`config.mk`:
```
export PLATFORM = sky130hd
export DESIGN_NAME = commit_trace_queue_flat
export DESIGN_NICKNAME = d
export VERILOG_FILES = /design/src/rtl/commit_trace_queue_if.sv /design/src/rtl/commit_trace_queue.sv /design/src/flat_wrapper.sv
export SDC_FILE = /design/constraint.sdc
export NUM_CORES = 2
export LEC_CHECK = 0
export CORE_MARGIN = 2
export CORE_UTILIZATION = 57
export DETAILED_ROUTE_END_ITERATION = 8
export PLACE_DENSITY = 0.76
export SYNTH_ARGS = -nofsm -noshare
export SYNTH_HDL_FRONTEND = slang
export SYNTH_SLANG_ARGS = --single-unit
```
`constraint.sdc`:
```
create_clock -name clock -period 19 [get_ports clock]
set_input_delay 2.85 -clock clock [delete_from_list [all_inputs] [get_ports clock]]
set_output_delay 2.85 -clock clock [all_outputs]
set_load 0.01 [all_outputs]
```
`src/rtl/commit_trace_queue_if.sv`:
```
// Retire-side and checker-side signals of the commit trace queue.
// The queue uses the slave modport; the core/checker side uses master.
interface commit_trace_queue_if #(
  parameter int COMMITS = 2,
  parameter int DEPTH   = 16,
  parameter int XLEN    = 64
);
  localparam int CW = $clog2(DEPTH) + 1;

  logic [COMMITS-1:0]      in_valid;
  logic [COMMITS*XLEN-1:0] in_pc;
  logic [COMMITS*32-1:0]   in_insn;
  logic [COMMITS-1:0]      in_wen;
  logic [COMMITS*5-1:0]    in_waddr;
  logic [COMMITS*XLEN-1:0] in_wdata;
  logic                    in_ready;

  logic                    out_valid;
  logic                    out_ready;
  logic [XLEN-1:0]         out_pc;
  logic [31:0]             out_insn;
  logic                    out_wen;
  logic [4:0]              out_waddr;
  logic [XLEN-1:0]         out_wdata;
  logic [63:0]             out_seq;

  logic [CW-1:0]           count;
  logic [CW-1:0]           high_water;
  logic                    overflow;

  modport master (
    output in_valid, in_pc, in_insn, in_wen, in_waddr, in_wdata, out_ready,
    input  in_ready, out_valid, out_pc, out_insn, out_wen, out_waddr, out_wdata,
           out_seq, count, high_water, overflow
  );

  modport slave (
    input  in_valid, in_pc, in_insn, in_wen, in_waddr, in_wdata, out_ready,
    output in_ready, out_valid, out_pc, out_insn, out_wen, out_waddr, out_wdata,
           out_seq, count, high_water, overflow
  );
endinterface

```
`src/rtl/commit_trace_queue.sv`:
```
// Elastic queue that compacts up to COMMITS retired instructions per cycle
// into a one-per-cycle, program-ordered valid/ready stream for the cosim checker.
module commit_trace_queue #(
  parameter int COMMITS = 2,
  parameter int DEPTH   = 16,
  parameter int XLEN    = 64
) (
  input logic                 clock,
  input logic                 reset_n,
  commit_trace_queue_if.slave bus
);
  localparam int AW = $clog2(DEPTH);
  localparam int CW = AW + 1;

  logic [XLEN-1:0] pc_mem    [DEPTH];
  logic [31:0]     insn_mem  [DEPTH];
  logic            wen_mem   [DEPTH];
  logic [4:0]      waddr_mem [DEPTH];
  logic [XLEN-1:0] wdata_mem [DEPTH];

  logic [CW-1:0] wr_ptr, rd_ptr, count, high_water;
  logic [63:0]   seq;
  logic          overflow;

  logic [CW-1:0] k, k_acc, count_next;
  logic [AW-1:0] slot_idx [COMMITS];
  logic          ready, accept, fire, out_valid;

  // Number of valid slots strictly below slot n; gives each slot its compacted offset.
  function automatic logic [CW-1:0] ones_below(input logic [COMMITS-1:0] v, input int n);
    logic [CW-1:0] c;
    c = '0;
    for (int j = 0; j < COMMITS; j++)
      if (j < n && v[j]) c = c + CW'(1);
    return c;
  endfunction

  always_comb begin
    k      = ones_below(bus.in_valid, COMMITS);
    ready  = (count <= CW'(DEPTH - COMMITS));
    accept = ready && (|bus.in_valid);
    k_acc  = accept ? k : '0;
    out_valid  = (count != '0);
    fire       = out_valid && bus.out_ready;
    count_next = count + k_acc - CW'(fire);
    for (int i = 0; i < COMMITS; i++)
      slot_idx[i] = AW'(wr_ptr + ones_below(bus.in_valid, i));
  end

  // Control state: pointers wrap modulo 2*DEPTH, occupancy lives in count.
  always_ff @(posedge clock) begin
    if (!reset_n) begin
      wr_ptr     <= '0;
      rd_ptr     <= '0;
      count      <= '0;
      high_water <= '0;
      seq        <= '0;
      overflow   <= 1'b0;
    end else begin
      wr_ptr <= wr_ptr + k_acc;
      if (fire) begin
        rd_ptr <= rd_ptr + CW'(1);
        seq    <= seq + 64'd1;
      end
      count <= count_next;
      if (count_next > high_water) high_water <= count_next;
      if ((|bus.in_valid) && !ready) overflow <= 1'b1;
    end
  end

  // Payload storage; writes are gated during reset so the discarded cycle leaves no trace.
  always_ff @(posedge clock) begin
    if (reset_n && accept) begin
      for (int i = 0; i < COMMITS; i++) begin
        if (bus.in_valid[i]) begin
          pc_mem[slot_idx[i]]    <= bus.in_pc[i*XLEN +: XLEN];
          insn_mem[slot_idx[i]]  <= bus.in_insn[i*32 +: 32];
          wen_mem[slot_idx[i]]   <= bus.in_wen[i];
          waddr_mem[slot_idx[i]] <= bus.in_waddr[i*5 +: 5];
          wdata_mem[slot_idx[i]] <= bus.in_wdata[i*XLEN +: XLEN];
        end
      end
    end
  end

  assign bus.in_ready   = ready;
  assign bus.out_valid  = out_valid;
  assign bus.out_pc     = pc_mem[rd_ptr[AW-1:0]];
  assign bus.out_insn   = insn_mem[rd_ptr[AW-1:0]];
  assign bus.out_wen    = wen_mem[rd_ptr[AW-1:0]];
  assign bus.out_waddr  = waddr_mem[rd_ptr[AW-1:0]];
  assign bus.out_wdata  = wdata_mem[rd_ptr[AW-1:0]];
  assign bus.out_seq    = seq;
  assign bus.count      = count;
  assign bus.high_water = high_water;
  assign bus.overflow   = overflow;
endmodule

```
`src/flat_wrapper.sv`:
```
// flat-port wrapper written by rule: the top's interface ports become plain ports
module commit_trace_queue_flat 
#(
  parameter int COMMITS = 2,
  parameter int DEPTH   = 16,
  parameter int XLEN    = 64
)
  (clock, reset_n, bus_in_valid, bus_in_pc, bus_in_insn, bus_in_wen, bus_in_waddr, bus_in_wdata, bus_out_ready, bus_in_ready, bus_out_valid, bus_out_pc, bus_out_insn, bus_out_wen, bus_out_waddr, bus_out_wdata, bus_out_seq, bus_count, bus_high_water, bus_overflow);
  commit_trace_queue_if #(.COMMITS(COMMITS), .DEPTH(DEPTH), .XLEN(XLEN)) bus_i ();
  input logic clock;
  input logic reset_n;
  input wire logic [$bits(bus_i.in_valid)-1:0] bus_in_valid;
  input wire logic [$bits(bus_i.in_pc)-1:0] bus_in_pc;
  input wire logic [$bits(bus_i.in_insn)-1:0] bus_in_insn;
  input wire logic [$bits(bus_i.in_wen)-1:0] bus_in_wen;
  input wire logic [$bits(bus_i.in_waddr)-1:0] bus_in_waddr;
  input wire logic [$bits(bus_i.in_wdata)-1:0] bus_in_wdata;
  input wire logic [$bits(bus_i.out_ready)-1:0] bus_out_ready;
  output wire logic [$bits(bus_i.in_ready)-1:0] bus_in_ready;
  output wire logic [$bits(bus_i.out_valid)-1:0] bus_out_valid;
  output wire logic [$bits(bus_i.out_pc)-1:0] bus_out_pc;
  output wire logic [$bits(bus_i.out_insn)-1:0] bus_out_insn;
  output wire logic [$bits(bus_i.out_wen)-1:0] bus_out_wen;
  output wire logic [$bits(bus_i.out_waddr)-1:0] bus_out_waddr;
  output wire logic [$bits(bus_i.out_wdata)-1:0] bus_out_wdata;
  output wire logic [$bits(bus_i.out_seq)-1:0] bus_out_seq;
  output wire logic [$bits(bus_i.count)-1:0] bus_count;
  output wire logic [$bits(bus_i.high_water)-1:0] bus_high_water;
  output wire logic [$bits(bus_i.overflow)-1:0] bus_overflow;
  assign bus_i.in_valid = bus_in_valid;
  assign bus_i.in_pc = bus_in_pc;
  assign bus_i.in_insn = bus_in_insn;
  assign bus_i.in_wen = bus_in_wen;
  assign bus_i.in_waddr = bus_in_waddr;
  assign bus_i.in_wdata = bus_in_wdata;
  assign bus_i.out_ready = bus_out_ready;
  assign bus_in_ready = bus_i.in_ready;
  assign bus_out_valid = bus_i.out_valid;
  assign bus_out_pc = bus_i.out_pc;
  assign bus_out_insn = bus_i.out_insn;
  assign bus_out_wen = bus_i.out_wen;
  assign bus_out_waddr = bus_i.out_waddr;
  assign bus_out_wdata = bus_i.out_wdata;
  assign bus_out_seq = bus_i.out_seq;
  assign bus_count = bus_i.count;
  assign bus_high_water = bus_i.high_water;
  assign bus_overflow = bus_i.overflow;
  commit_trace_queue #(.COMMITS(COMMITS), .DEPTH(DEPTH), .XLEN(XLEN)) u_core (.clock(clock), .reset_n(reset_n), .bus(bus_i));
endmodule
```
**Word level (Yosys, flattened, before mapping)**

Memory sizes are Yosys's and may differ from the RTL's. A register that Yosys moved wholly into a read port is not among the register bits.
Cells that the tools add are included.

- Bits in writable memories: 2656
- ROM bits: 0
- Memories kept: 5
- Word-level logic and storage cells: 46
- Input port bits: 337
- Register bits: 85
- Bits in latches: 0
- Output and inout port bits: 243

- $lt $le $gt $ge: 2
- $mul: 0
- Reductions and logical operators: 7
- Equal/unequal tests: 0
- Shifts and indexed selects: 0
- Mux-type cells: 19
- $add $sub $neg: 7
- Divide/modulo/power cells: 0
- Bitwise operators: 0

Memories:

| name | depth | width | read ports | clocked after Yosys merged registers in | wr ports | line | source |
|---|---|---|---|---|---|---|---|
| u_core.pc_mem | 16 | 64 | 1 | 1 | 2 | commit_trace_queue.sv:15 | `logic [XLEN-1:0] pc_mem [DEPTH];` |
| u_core.wdata_mem | 16 | 64 | 1 | 1 | 2 | commit_trace_queue.sv:19 | `logic [XLEN-1:0] wdata_mem [DEPTH];` |
| u_core.insn_mem | 16 | 32 | 1 | 1 | 2 | commit_trace_queue.sv:16 | `logic [31:0] insn_mem [DEPTH];` |
| u_core.waddr_mem | 16 | 5 | 1 | 1 | 2 | commit_trace_queue.sv:18 | `logic [4:0] waddr_mem [DEPTH];` |
| u_core.wen_mem | 16 | 1 | 1 | 1 | 2 | commit_trace_queue.sv:17 | `logic wen_mem [DEPTH];` |

Operators with widths:

| kind | count |
|---|---|
| 64-bit by 1-bit adder with 64-bit output, second input constant | 1 |
| 4-bit two-way mux | 10 |
| 5-bit adder | 2 |
| 1-bit two-way mux | 7 |
| 5-bit by 1-bit adder with 5-bit output, second input constant | 1 |
| 5-bit greater-than comparator | 1 |
| 5-bit by 4-bit less-or-equal comparator with 1-bit output, second input constant | 1 |
| 5-bit two-way mux | 1 |
| 5-bit nonzero test | 1 |
| 5-bit by 1-bit subtractor with 5-bit output | 1 |
| 4-bit adder | 1 |
| 1-bit logical AND | 4 |
| 1-bit by 1-bit adder with 2-bit output, second input constant | 1 |
| 2-bit two-way mux | 1 |
| 2-bit OR reduction | 1 |
| 1-bit zero test | 1 |

**Depth between registers and ports, before layout**

- Depth in word-level cells: 7
- Depth in mapped cells: 19

**Worst setup path after synthesis**

OpenSTA, ideal clock, no wires.

- Path type: input-to-reg
- Start point: input reset_n
- End point: memory u_core.insn_mem[10][0] (enable)
- Cell stages on the path: 5
- Setup slack: 2.154 ns
- Arrival time: 15.913 ns
- Cells stage by stage: inv_1 > a211o_4 > or4_1 > clkbuf_1 > o31ai_1

RTL lines:

| what | line | source |
|---|---|---|
| start, declared | flat_wrapper.sv:11 | `input logic reset_n;` |
| end, declared | commit_trace_queue.sv:16 |  |

==> metrics.md <==
| Metric | Value |
|---|---|
| Top Ports | `580` |
| Initial antenna violation count | `102` |
| Vias | `77100` |
| Fillers | `16300` |
| Clk_skew | `0.0365 ns` |
| Type of the worst min-delay path | `register to register` |
| Routed len/inst | `34.8 um` |
| Initial DRC count | `9211` |
| Status | `complete, no violations` |
| Hold_ws | `0.504 ns` |
| Setup-failing EPs final | `0` |
| Via density | `6.88` |
| Tcrit/Tclk final | `47.7%` |
| Total Routing Usage GR | `31.8%` |
| Final ANT Viol Nets | `0` |
| Cells resized by post-CTS repair | `0` |
| Hold Buf Count CTS | `0` |
| CTS tree | `built` |
| CTS H-tree depth | `5` |
| First-pass GRT wire length | `560 mm` |
| Critical Path RT | `16.15 ns` |
| Post-CTS setup buffer count | `0` |
| Initial DRT Pass Iterations | `5` |
| DR DRC count | `0` |
| Most frequent cells in the layout | `edfxtp_1 (2656), mux2_2 (2638), mux4_2 (803)` |
| Synthesis-stage register bit count | `2743` |
| GP Congestion | `0.829` |
| Syn nets | `7964` |
| Setup crit end kind | `output port` |
| Layout area overhead | `12.3%` |
| Ys async rst share | `0%` |
| Number of global-route vias before repair | `78900` |
| Setup WS post-layout | `9.94 ns` |
| Max-slew violation count | `0` |
| Final nets | `8149` |
| Syn Area/Cell | `18.0 um2` |
| CP arrival | `6.21 ns` |
| Least-Margin Pin Slew | `1.23 ns` |
| Critical path type | `register to output port` |
| Post-DP HPWL | `203 mm` |
| Routed wire length | `390 mm` |
| Initial core utilization | `57.4%` |
| PwrDens | `104 nW/um2` |
| Dominant synthesized flop cell | `edfxtp_1` |
| Row Count | `179` |
| Commonest non-fill, non-tap cell in the layout | `edfxtp_1` |
| Placement Setup Slack | `9.86 ns` |
| Synthesized area | `137000 um2` |
| Cells after Synth | `7603` |
| Core Box Area | `238000 um2` |
| Leak | `48.4 nW` |
| Max FO, Critical Path | `145` |
| Clock transition at path regs | `0.06 ns` |
| Period minus WS final | `9.06 ns` |
| Post-synth EDFFs | `2656` |
| Worst Setup Start Kind | `register` |
| IO buf count | `579` |
| Die height | `493 um` |
| CTS Sinks | `2743` |
| Largest net degree at the start of global routing | `146` |
| Die area | `243000 um2` |
| Share of cells above drive strength 1 | `50.0%` |
| Clock Tree Buf Depth | `4` |
| Clock Latency Late Sink | `0.94 ns` |
| DIE WIDTH | `493 um` |
| Relative slew margins | `17.8%` |
| Max Fclk | `110 MHz` |
| Sum Neg Setup Slack | `0 ns` |
| CTS Buf Count | `307` |
| Yosys warns | `0` |
| Peak VDD IR | `0.0868 mV` |
| Hold Vio Cnt, Final | `0` |
| Root buffer cell | `clkbuf_16` |
| Register area share after synthesis | `59.7%` |
| Max-Cap Viols | `0` |
| RSZ-0062 raised after global routing | `no` |
| Cell variety after synth | `50` |
| Total gr overflow | `0` |
-- cells in the mapped netlist, drive strengths merged (2+ instances only) --
master   number  area (um2)
or3          29         181
xnor2        17         149
nor4         14         145
nand2b        5        31.3
a21oi        59         295
clkbuf      534        2010
edfxtp     2656       79800
buf         307        1450
fa            2        40.0
nand4        27         169
o31ai         8        60.1
and2         12        75.1
nor3          9        50.1
nand3        26         130
mux2i        35         350
a21o          2        15.0
xor2         25         219
dfxtp        87        1740
a211oi       27         203
or4           6        45.0
and4          5        43.8
o2bb2ai       2        17.5
nor2         54         203
ha           22         275
nor2b        32         200
mux4        803       18100
nand2        47         176
o21bai        5        37.5
nor4b         2        30.0
o21ai        33         165
mux2       2656       29900
or2           4        25.0
inv          27         101
and3         14        87.6
o32ai         2        17.5
-- metal layers --
layer | part of all wire [%] | track usage, % | vias up
li1 | - | - | 31200
met2 | 49 | 51.8 | 3958
met1 | 39 | 42.9 | 41100
met4 | 3.1 | 11.0 | 80
met5 | 0.13 | 0 | -
met3 | 8.8 | 6.19 | 722
-- logic make-up (layout without fill, tap and decap cells) --
family,after synthesis,after routing,synth area share (%)
AOI/OAI and AO/OA,143,143,0.630
xor gates and xnor gates,42,42,0.269
adders and majority gates,24,24,0.231
buffers and inverters,869,1247,2.60
DFF,2743,2743,59.7
muxes,3494,3494,35.4
other,0,51,0
and+or+nand+nor,288,288,1.18
-- per-stage QoR --
stage / instances / power [W] / utilization [%] / instance area [um2]
after floorplan: 7603 / 0.00944 / - / 137000
after global placement: 10600 / 0.0106 / 60.7 / 144000
after detailed placement: 10600 / 0.0106 / 60.7 / 144000
after CTS: 11100 / 0.0160 / 64.4 / 153000
after global routing: 11200 / 0.0164 / 64.4 / 153000
final: 11200 / 0.0159 / 64.4 / 153000
-- where the power goes --
group | internal (W) | leakage (nW) | switching [W]
combinational | 0.00184 | 19.4 | 0.00173
sequential | 0.00684 | 24.6 | 0.0000926
clock | 0.00310 | 4.31 | 0.00234
-- state kept, by name (all words and copies together), names as in the netlist, 4 cells and up, named ones only --
name	flops
u_core.wr_ptr	4
u_core.pc_mem	1024
u_core.bus.count	5
u_core.insn_mem	512
u_core.bus.high_water	5
u_core.bus.out_seq	64
u_core.wdata_mem	1024
u_core.rd_ptr	4
u_core.waddr_mem	80
u_core.wen_mem	16
-- layout make-up --
type                       instances  area [um2]  area share [%]
sequential                      2743       81500            53.1
timing repair buffer             717        7060            4.60
inverter                          28         105          0.0685
antenna                           51         128          0.0832
tap                             3167        3960            2.58
clock inverter                   114         709           0.463
clock buffer                     388        8120            5.30
multi-input combinational       3991       51800            33.8
-- worst max-delay path, stage by stage (launching register included) --
cell and delay (ns):
dfxtp_4 0.92, buf_4 0.85, buf_4 0.85, buf_12 0.74
mux4_2 0.37, mux2i_1 0.10, a21oi_1 0.62, clkdlybuf4s50_1 0.67
-- final timing paths --
path / start / end / slack [ns] / cells past startpoint
min reg2reg: u_core.bus.out_seq[63]$_SDFFE_PN0P_ / u_core.bus.out_seq[63]$_SDFFE_PN0P_ / 0.50 / 2
min: u_core.bus.out_seq[63]$_SDFFE_PN0P_ / u_core.bus.out_seq[63]$_SDFFE_PN0P_ / 0.50 / 2
max reg2reg: u_core.wr_ptr[0]$_SDFF_PN0_ / u_core.insn_mem[13][25]$_DFFE_PP_ / 12.31 / 11
max: register / bus_out_pc[26] / 9.94 / 7
Power figures use the tool's default switching activity.
